<file path="config.mk">
export PLATFORM = sky130hd
export DESIGN_NAME = ps2_scan_decoder
export DESIGN_NICKNAME = d
export VERILOG_FILES = /design/src/rtl/ps2_scan_decoder.sv
export SDC_FILE = /design/constraint.sdc
export NUM_CORES = 1
export LEC_CHECK = 0
export ABC_CLOCK_PERIOD_IN_PS = 4000
export CAP_MARGIN = 20
export CORE_UTILIZATION = 40
export DETAILED_ROUTE_END_ITERATION = 7
export PLACE_DENSITY = 0.55
export SLEW_MARGIN = 20
export SYNTH_ARGS = -nofsm -noshare
export SYNTH_HDL_FRONTEND = slang
export SYNTH_SLANG_ARGS = --single-unit
</file>
<file path="constraint.sdc">
create_clock -name clk -period 4 [get_ports clk]
set_input_delay 0.6 -clock clk [delete_from_list [all_inputs] [get_ports clk]]
set_output_delay 0.6 -clock clk [all_outputs]
set_load 0.01 [all_outputs]
</file>
<file path="src/rtl/ps2_scan_decoder.sv">
// rtl/ps2_scan_decoder.sv - PS/2 scan-code set 2 receiver with make/break tracking and ASCII translation
// Pins are synchronized and glitch filtered; frames decode to scan_code/ascii_code/key_pressed/key_released.
module ps2_scan_decoder #(
   parameter int FILTER_CYCLES  = 8,
   parameter int TIMEOUT_CYCLES = 50000
) (
   input  logic       clk,
   input  logic       reset_n,
   input  logic       ps2_clk_async,
   input  logic       ps2_data_async,
   output logic [7:0] scan_code,
   output logic [7:0] ascii_code,
   output logic       key_pressed,
   output logic       key_released
);

   localparam int FW = $clog2(FILTER_CYCLES + 1);
   localparam int TW = $clog2(TIMEOUT_CYCLES + 1);

   logic          clk_meta_q, clk_sync_q, data_meta_q, data_sync_q;
   logic          filt_q, filt_d, filt_prev_q;
   logic [FW-1:0] filt_cnt_q, filt_cnt_d;
   logic [3:0]    bit_cnt_q, bit_cnt_d;
   logic [9:0]    sh_q, sh_d;
   logic [TW-1:0] idle_q, idle_d;
   logic          byte_vld_q, byte_vld_d;
   logic [7:0]    byte_q, byte_d;
   logic          ext_q, ext_d, brk_q, brk_d;
   logic          lshift_q, lshift_d, rshift_q, rshift_d;
   logic [7:0]    scan_q, scan_d, ascii_q, ascii_d;
   logic          pressed_q, pressed_d, rel_q, rel_d;
   logic          fall;

   function automatic logic [7:0] to_ascii(input logic [7:0] code, input logic shift);
      logic [7:0] u;
      logic [7:0] s;
      u = 8'h00;
      case (code)
         8'h1C: u = "a";  8'h32: u = "b";  8'h21: u = "c";  8'h23: u = "d";
         8'h24: u = "e";  8'h2B: u = "f";  8'h34: u = "g";  8'h33: u = "h";
         8'h43: u = "i";  8'h3B: u = "j";  8'h42: u = "k";  8'h4B: u = "l";
         8'h3A: u = "m";  8'h31: u = "n";  8'h44: u = "o";  8'h4D: u = "p";
         8'h15: u = "q";  8'h2D: u = "r";  8'h1B: u = "s";  8'h2C: u = "t";
         8'h3C: u = "u";  8'h2A: u = "v";  8'h1D: u = "w";  8'h22: u = "x";
         8'h35: u = "y";  8'h1A: u = "z";
         8'h45: u = "0";  8'h16: u = "1";  8'h1E: u = "2";  8'h26: u = "3";
         8'h25: u = "4";  8'h2E: u = "5";  8'h36: u = "6";  8'h3D: u = "7";
         8'h3E: u = "8";  8'h46: u = "9";
         8'h4E: u = "-";  8'h55: u = "=";  8'h54: u = "[";  8'h5B: u = "]";
         8'h5D: u = 8'h5C; 8'h4C: u = ";"; 8'h52: u = 8'h27; 8'h41: u = ",";
         8'h49: u = ".";  8'h4A: u = "/";  8'h0E: u = 8'h60;
         8'h29: u = 8'h20; 8'h5A: u = 8'h0D; 8'h66: u = 8'h08;
         8'h0D: u = 8'h09; 8'h76: u = 8'h1B;
         default: u = 8'h00;
      endcase
      // Shifted forms are derived from the unshifted character, not the scan code.
      s = u;
      if (u >= "a" && u <= "z") s = u - 8'h20;
      else begin
         case (u)
            "0": s = ")";  "1": s = "!";  "2": s = "@";  "3": s = "#";
            "4": s = "$";  "5": s = "%";  "6": s = "^";  "7": s = "&";
            "8": s = "*";  "9": s = "(";  "-": s = "_";  "=": s = "+";
            "[": s = "{";  "]": s = "}";  8'h5C: s = "|"; ";": s = ":";
            8'h27: s = 8'h22; ",": s = "<"; ".": s = ">"; "/": s = "?";
            8'h60: s = "~";
            default: s = u;
         endcase
      end
      return shift ? s : u;
   endfunction

   assign fall = filt_prev_q & ~filt_q;

   always_comb begin
      filt_d     = filt_q;
      filt_cnt_d = '0;
      if (clk_sync_q != filt_q) begin
         if (filt_cnt_q == FW'(FILTER_CYCLES - 1)) filt_d = clk_sync_q;
         else                                      filt_cnt_d = filt_cnt_q + 1'b1;
      end
   end

   // sh_q collects start, data and parity LSB-first; the stop bit is checked live.
   always_comb begin
      bit_cnt_d  = bit_cnt_q;
      sh_d       = sh_q;
      idle_d     = '0;
      byte_vld_d = 1'b0;
      byte_d     = byte_q;
      if (fall) begin
         if (bit_cnt_q == 4'd10) begin
            bit_cnt_d = 4'd0;
            if (!sh_q[0] && (^sh_q[9:1]) && data_sync_q) begin
               byte_vld_d = 1'b1;
               byte_d     = sh_q[8:1];
            end
         end else begin
            sh_d      = {data_sync_q, sh_q[9:1]};
            bit_cnt_d = bit_cnt_q + 4'd1;
         end
      end else if (bit_cnt_q != 4'd0) begin
         if (idle_q == TW'(TIMEOUT_CYCLES - 1)) bit_cnt_d = 4'd0;
         else                                   idle_d = idle_q + 1'b1;
      end
   end

   always_comb begin
      ext_d     = ext_q;
      brk_d     = brk_q;
      lshift_d  = lshift_q;
      rshift_d  = rshift_q;
      scan_d    = scan_q;
      ascii_d   = ascii_q;
      pressed_d = pressed_q;
      rel_d     = 1'b0;
      if (byte_vld_q) begin
         if (byte_q == 8'hE0) ext_d = 1'b1;
         else if (byte_q == 8'hF0) brk_d = 1'b1;
         else begin
            ext_d = 1'b0;
            brk_d = 1'b0;
            if (byte_q == 8'h12)      lshift_d = ~brk_q;
            else if (byte_q == 8'h59) rshift_d = ~brk_q;
            else if (brk_q) begin
               rel_d = 1'b1;
               if (byte_q == scan_q) pressed_d = 1'b0;
            end else begin
               scan_d    = byte_q;
               ascii_d   = ext_q ? 8'h00 : to_ascii(byte_q, lshift_q | rshift_q);
               pressed_d = 1'b1;
            end
         end
      end
   end

   // Pin-side registers reset to the idle-high line level so reset never fakes an edge.
   always_ff @(posedge clk or negedge reset_n) begin
      if (!reset_n) begin
         clk_meta_q  <= 1'b1;
         clk_sync_q  <= 1'b1;
         data_meta_q <= 1'b1;
         data_sync_q <= 1'b1;
         filt_q      <= 1'b1;
         filt_prev_q <= 1'b1;
         filt_cnt_q  <= '0;
         bit_cnt_q   <= 4'd0;
         sh_q        <= '0;
         idle_q      <= '0;
         byte_vld_q  <= 1'b0;
         byte_q      <= 8'h00;
         ext_q       <= 1'b0;
         brk_q       <= 1'b0;
         lshift_q    <= 1'b0;
         rshift_q    <= 1'b0;
         scan_q      <= 8'h00;
         ascii_q     <= 8'h00;
         pressed_q   <= 1'b0;
         rel_q       <= 1'b0;
      end else begin
         clk_meta_q  <= ps2_clk_async;
         clk_sync_q  <= clk_meta_q;
         data_meta_q <= ps2_data_async;
         data_sync_q <= data_meta_q;
         filt_q      <= filt_d;
         filt_prev_q <= filt_q;
         filt_cnt_q  <= filt_cnt_d;
         bit_cnt_q   <= bit_cnt_d;
         sh_q        <= sh_d;
         idle_q      <= idle_d;
         byte_vld_q  <= byte_vld_d;
         byte_q      <= byte_d;
         ext_q       <= ext_d;
         brk_q       <= brk_d;
         lshift_q    <= lshift_d;
         rshift_q    <= rshift_d;
         scan_q      <= scan_d;
         ascii_q     <= ascii_d;
         pressed_q   <= pressed_d;
         rel_q       <= rel_d;
      end
   end

   assign scan_code    = scan_q;
   assign ascii_code   = ascii_q;
   assign key_pressed  = pressed_q;
   assign key_released = rel_q;

endmodule

</file>
# [Word-level counts from Yosys, hierarchy flattened]
# Memory sizes are Yosys's and may differ from the RTL's.
# Index checks and enable logic that the tools add are counted.
[classes] n_lt_le_gt_ge=2 n_reduce_logical=18 add_sub_neg=4 n_bitwise=9 n_eq_ne=32 n_mux=34
[ops] op="$pmux W8 S21" count=1
[ops] op="$eq A8 B6 Y1 const B" count=17
[ops] op="$mux W8" count=10
[ops] op="$mux W16" count=3
[ops] op="$eq A8 B7 Y1 const B" count=5
[ops] op="$mux W4" count=6
[ops] op="$add A16 B1 Y16 const B" count=1
[ops] op="$eq A16 B16 Y1 const B" count=1
[ops] op="$eq A8 B8 Y1 const B" count=2
[ops] op="$mux W1" count=14
[ops] op="$reduce_and A6 Y1" count=2
[ops] op="$reduce_and A2 Y1" count=5
[ops] op="$reduce_xor A9 Y1" count=1
[ops] op="$add A4 B1 Y4 const B" count=2
[ops] op="$eq A8 B5 Y1 const B" count=1
[ops] op="$eq A8 B8 Y1" count=1
[ops] op="$ge A8 B7 Y1 const B" count=1
[ops] op="$le A8 B7 Y1 const B" count=1
[ops] op="$sub A8 B6 Y8 const B" count=1
[ops] op="$not A1 Y1" count=7
[ops] op="$reduce_and A5 Y1" count=1
[ops] op="$eq A4 B3 Y1 const B" count=1
[ops] op="$eq A4 B4 Y1 const B" count=1
[ops] op="$reduce_and A4 Y1" count=1
[ops] op="other kinds (10)" count=13
[totals] n_memories=1 romBits=896 in_bits=4 word_cells=120 register_bits=71
[memory_table] name="(no name shown)" words=128 word_bits=7 rd=1 rd_ports_with_merged_regs=0 write_ports=0 line="38" source="case (code)"

# [Longest topological paths before layout]
# An unclocked memory read counts as a cell.
[depth] depth_word=13 mapped_depth=15

# [Least setup slack after synthesis]
# OpenSTA, ideal clock, no wires.
[synth_timing] kind="register to register" startpoint="register byte_q[1]" endpoint="register ascii_q[4] (netlist: ascii_code[4])" setup_time_ps=121 t_arrival_ps=3085 stages_incl_launch_ff=16 required_ps=3879 n_path_buf=3 setup_slack_ps=794 path_cell_list="dfrtp_1 > buf_2 > inv_1 > ha_1 > clkbuf_1 > a21boi_0 > a21oi_1 > o31ai_2 > o31a_1 > buf_4 > nor2_2 > maj3_2 > or2_0 > a31oi_4 > mux2i_1 > a22o_1"
[synth_via] elab_chain_len=13 word_cells_on_any_way=46
[synth_lines] item="from (decl)" line="27" source="logic [7:0] byte_q, byte_d;"
[synth_lines] item="from (signal assigned)" line="172" source="byte_q <= byte_d;"
[synth_lines] item="$mem_v2 Z128 W7"
[synth_lines] item="$mux W8" line="38"
[synth_lines] item="$mux W8" line="125" source="else if (brk_q) begin"
[synth_lines] item="$mux W8" line="124" source="else if (byte_q == 8'h59) rshift_d = ~brk_q;"
[synth_lines] item="$mux W8" line="123" source="if (byte_q == 8'h12) lshift_d = ~brk_q;"
[synth_lines] item="$mux W8" line="119" source="else if (byte_q == 8'hF0) brk_d = 1'b1;"
[synth_lines] item="$mux W8" line="118" source="if (byte_q == 8'hE0) ext_d = 1'b1;"
[synth_lines] item="$mux W8" line="117" source="if (byte_vld_q) begin"
[synth_lines] item="$ge A8 B7 Y1, or another cell as far along" line="58" source="if (u >= \"a\" && u <= \"z\") s = u - 8'h20;"
[synth_lines] item="$logic_and A1 B1 Y1 / $pmux W8 S21 (equally long branches)" line="58, 60"
[synth_lines] item="$mux W8" line="58"
[synth_lines] item="$mux W8" line="70" source="return shift ? s : u;"
[synth_lines] item="$mux W8" line="130" source="ascii_d = ext_q ? 8'h00 : to_ascii(byte_q, lshift_q | rshift_q);"
[synth_lines] item="to (signal assigned)" line="178" source="ascii_q <= ascii_d;"
[synth_lines] item="to (decl)" line="30" source="logic [7:0] scan_q, scan_d, ascii_q, ascii_d;"
# Several ways; a longest one is shown, not always the timed one. The select of a mux whose other input is x is not followed.
# A chain may end at the register's enable or synchronous reset.

# [Final worst setup path]
[layout_timing] startpoint="register byte_q[1]" endpoint="register ascii_q[1] (netlist: ascii_code[1])"
# Same word-level chain as after synthesis.

==> impl_results.rst <==
.. list-table::
   :header-rows: 1

   * - Metric
     - Value
   * - Total number of vias
     - 3778
   * - Largest vdd supply drop
     - 0.000312 V
   * - Final hold violation count
     - 0
   * - Clock latency of the later-clocked register in the worst-skew pair
     - 0.34 ns
   * - DIE AREA
     - 12300 um^2
   * - Clock tree from TritonCTS
     - built
   * - Slew margin rel.
     - 0.370
   * - Worst Skew
     - about 0.0085 ns
   * - Mean number of vias per cell
     - 5.70
   * - Share of cells above drive strength 1
     - 0.173
   * - Number of levels the H-tree was split into
     - 3
   * - Total Neg Setup Slack
     - 0 ns
   * - Via count of the first global-routing pass
     - between 3000 and 4000
   * - Final core utilization
     - 0.467
   * - Post-synth EDFFs
     - 0
   * - Number of DRC violations after detailed-routing iteration 0
     - 335
   * - Count of buffers inserted at the top-level ports
     - 21
   * - Net switching share of the total power
     - 0.289
   * - Transition at the pin with the smallest max-transition slack
     - around 0.95 ns
   * - Initial Utilization
     - 0.413
   * - Critical setup path kind
     - reg2reg
   * - Critical Path AT
     - between 3 and 4 ns
   * - Placed Instances
     - 647
   * - Antenna violations before repair
     - 0
   * - Core Box Area
     - 11500 um^2
   * - Clock transition at the registers of the reported paths
     - 0.06 ns
   * - TritonCTS Buffers
     - 9
   * - Number of nets in the layout
     - 533
   * - Post-Synthesis Net Count
     - 511
   * - Path type of the worst min-delay path
     - reg2reg
   * - Die Y
     - 111 um
   * - Number of flip-flops and latches in the synthesized netlist
     - just over 70
   * - Routed wire length
     - between 10 and 15 mm
   * - Mapped cell area
     - 4730 um^2
   * - Setup violators final
     - 0
   * - First-pass iteration count of the detailed router
     - 6
   * - F_max
     - 0.278 GHz
   * - Portion of total power attributed to combinational logic
     - 0.162
   * - Diodes inserted
     - 0
   * - Data required time at the worst endpoint
     - 4.27 ns
   * - Top fanout value on the critical path
     - 15
   * - Area growth, synth to finish
     - 13.2%
   * - Total power density per cell area
     - 355 nW/um^2
   * - Critical Path End Type
     - register
   * - Global route overflow
     - 0
   * - Global Route Usage Sum
     - 0.195
   * - X dimension of the die
     - 111 um
   * - Net load switching power
     - 0.550 mW
   * - Remaining number of nets flagged by the antenna check after routing
     - 0
   * - Placer's final routability congestion estimate
     - 0.911
   * - Clock Sink Count
     - between 70 and 80
   * - First-pass GRT wire length
     - 19.0 mm
   * - Longest Clk Path Bufs
     - 2
   * - Result of the run
     - finished, final reports clean
   * - Dpl hpwl
     - just over 8 mm
   * - RSZ-0062 raised after global routing
     - no
   * - WL per Instance
     - 16.8 um
   * - Count of standard-cell rows
     - 39
   * - Part of the cycle the worst path needs
     - 0.900
   * - Count of warnings emitted by yosys
     - 0
   * - Sequential-to-total area share from yosys stat
     - 0.377
   * - Gate Count Post-Synth
     - between 400 and 500
   * - I/O pin total
     - 22
   * - Primary flip-flop cell chosen by synthesis mapping
     - sky130_fd_sc_hd__dfrtp_1
   * - Final number of max-transition violations
     - 0
   * - Post-route non-filler standard cell count
     - 663
   * - Worst Setup Start Kind
     - register
   * - Number of design rule violations left after detail routing
     - 0
   * - LEAKAGE
     - ~2.1 nW
   * - Avg Synthesized Cell Area
     - 9.60 um^2
   * - CTS Root Cell
     - sky130_fd_sc_hd__clkbuf_16
   * - Number of unique standard cell types used by synthesis
     - 84
   * - Async S/R FF share, synth
     - 1.00
   * - Hold-fix buffers at CTS
     - 0
   * - Largest net degree at the start of global routing
     - 42
   * - Internal power of the cells
     - 1.35 mW
   * - Shortest period the worst path allows
     - around 3.6 ns
   * - Sequential group share of total power
     - 0.451
   * - Clk network pwr share
     - 0.387
   * - FILL cells
     - 1079
   * - MaxCap Viol Count
     - 0
## path summary, 6_finish.rpt
path | from | endpoint | slack [ns] | cells past startpoint
worst min register to register | clk_meta_q | clk_sync_q | 0.36 | 0
worst max-delay path | byte_q[1] | ascii_code[1] | 0.40 | 12
max in group asynchronous | reset_n | data_sync_q | 2.72 | 2
worst max register to register | byte_q[1] | ascii_code[1] | 0.40 | 12
worst min-delay path | clk_meta_q | clk_sync_q | 0.36 | 0
min in group asynchronous | reset_n | brk_q | 0.39 | 1
## cell usage after synthesis, drive strengths merged, types with 3 or more instances
cell type	n	area share
dfstp	6	0.033
mux2i	8	0.017
o21bai	4	0.0063
nand4	9	0.012
nor3b	7	0.015
inv	7	0.0056
nor2	43	0.035
o211ai	4	0.0063
nand3	8	0.0085
xnor2	27	0.050
clkbuf	8	0.0063
a22o	7	0.013
o31ai	5	0.010
a21oi	22	0.023
nor3	12	0.013
dfrtp	65	0.34
nor2b	13	0.017
nand3b	5	0.0079
mux2	21	0.051
a32oi	3	0.0071
xor2	8	0.015
o21a	6	0.0095
nor4	8	0.014
a21boi	3	0.0048
a31oi	4	0.0085
ha	14	0.037
nand2b	14	0.019
buf	21	0.034
or2	7	0.0098
o21ai	23	0.025
a211oi	8	0.015
and2	4	0.0058
and3	7	0.0093
nand2	44	0.035
o32ai	4	0.0090
## power groups by stage
stage,clock network (mW),registers [mW],logic [mW]
2_1_floorplan,0,0.854,0.252
3_3_place_gp,0,0.868,0.308
3_5_place_dp,0,0.871,0.314
4_1_cts,0.767,0.859,0.315
5_1_grt,0.793,0.872,0.351
6_report,0.735,0.857,0.309
## layer usage
| layer | routed length (um) | vias up | GRT usage |
|---|---|---|---|
| met5 | 0 | - | 0 |
| met1 | 5620 | 1841 | 0.273 |
| met4 | 218 | 0 | 0.0827 |
| met2 | 4850 | 90 | 0.289 |
| met3 | 449 | 16 | 0.0410 |
| li1 | - | 1831 | - |
## cell type report
type	instances	area (um^2)	area share
Timing Repair Buffer	40	360	0.0673
Tap cell	143	179	0.0334
Clock buffer	10	229	0.0427
Inverter	7	26.3	0.00490
Clock inverter	6	45.0	0.00841
Multi-Input combinational cell	386	2730	0.510
Sequential cell	71	1790	0.333
## layout by cell type, fill, tap and decap left out, drive strengths merged, types with 3 or more instances in the layout
cell type	synthesis	routed
a31oi	4	4
a21boi	3	3
dfrtp	65	65
ha	14	14
o211ai	4	4
nand2	44	44
mux2i	8	8
nand4	9	9
a21oi	22	22
nor3	12	12
xor2	8	8
clkbuf	8	10
nor2b	13	13
o31ai	5	5
clkinvlp	0	3
clkdlybuf4s50	0	20
and3	7	7
or2	7	7
a32oi	3	3
o21ai	23	23
and2	4	4
o21bai	4	4
buf	21	20
a211oi	8	8
nand3b	5	5
dfstp	6	6
xnor2	27	27
nor4	8	8
o21a	6	6
nand2b	14	14
inv	7	8
mux2	21	21
nor2	43	43
nor3b	7	7
a22o	7	7
o32ai	4	4
nand3	8	8
## kinds of logic after synthesis
kind of cell,after synthesis,share of synthesized area
AO/OA/AOI/OAI,117,0.190
XOR/XNOR,35,0.0648
multiplexers,29,0.0677
flip-flops,71,0.377
adder cells (fa/ha/maj),16,0.0415
buffers and inverters,36,0.0457
AND/OR/NAND/NOR,189,0.213
## repair_timing
action | 4_1_cts | 5_1_grt
endpoints found under the setup margin | 0 | 1
gates resized for setup | 0 | 2
buffers inserted | 0 | 0
hold endpoints to repair | 0 | 0
## through the flow
step	area (um^2)	total power [mW]	worst slack, ns	hold slack (ns)
after floorplan	4730	1.11	0.794	0.304
after global placement	5080	1.18	0.357	0.345
after detailed placement	5080	1.18	0.310	0.348
after CTS	5360	1.94	0.280	0.356
after global routing	5360	2.02	0.204	0.358
final	5360	1.90	0.400	0.355
## worst max-delay path, stage by stage, from the launching register on
cell                       delay (ns)
sky130_fd_sc_hd__dfrtp_2         0.52
sky130_fd_sc_hd__inv_1           0.17
sky130_fd_sc_hd__ha_1            0.33
sky130_fd_sc_hd__a21boi_0        0.33
sky130_fd_sc_hd__a21oi_1         0.13
sky130_fd_sc_hd__o31ai_2         0.24
sky130_fd_sc_hd__o31a_1          0.38
sky130_fd_sc_hd__nand2_1         0.22
sky130_fd_sc_hd__nor3_1          0.35
sky130_fd_sc_hd__o32ai_2         0.16
sky130_fd_sc_hd__a31oi_4         0.28
sky130_fd_sc_hd__mux2i_1         0.25
sky130_fd_sc_hd__a22o_1          0.14
## registers in the layout, summed over array words and instances (netlist names), 4 cells and up
register	flops
ascii_code	8
bit_cnt_q	4
byte_q	8
filt_cnt_q	4
idle_q	16
scan_code	8
sh_q	10
(Power assumes the default switching activity.)
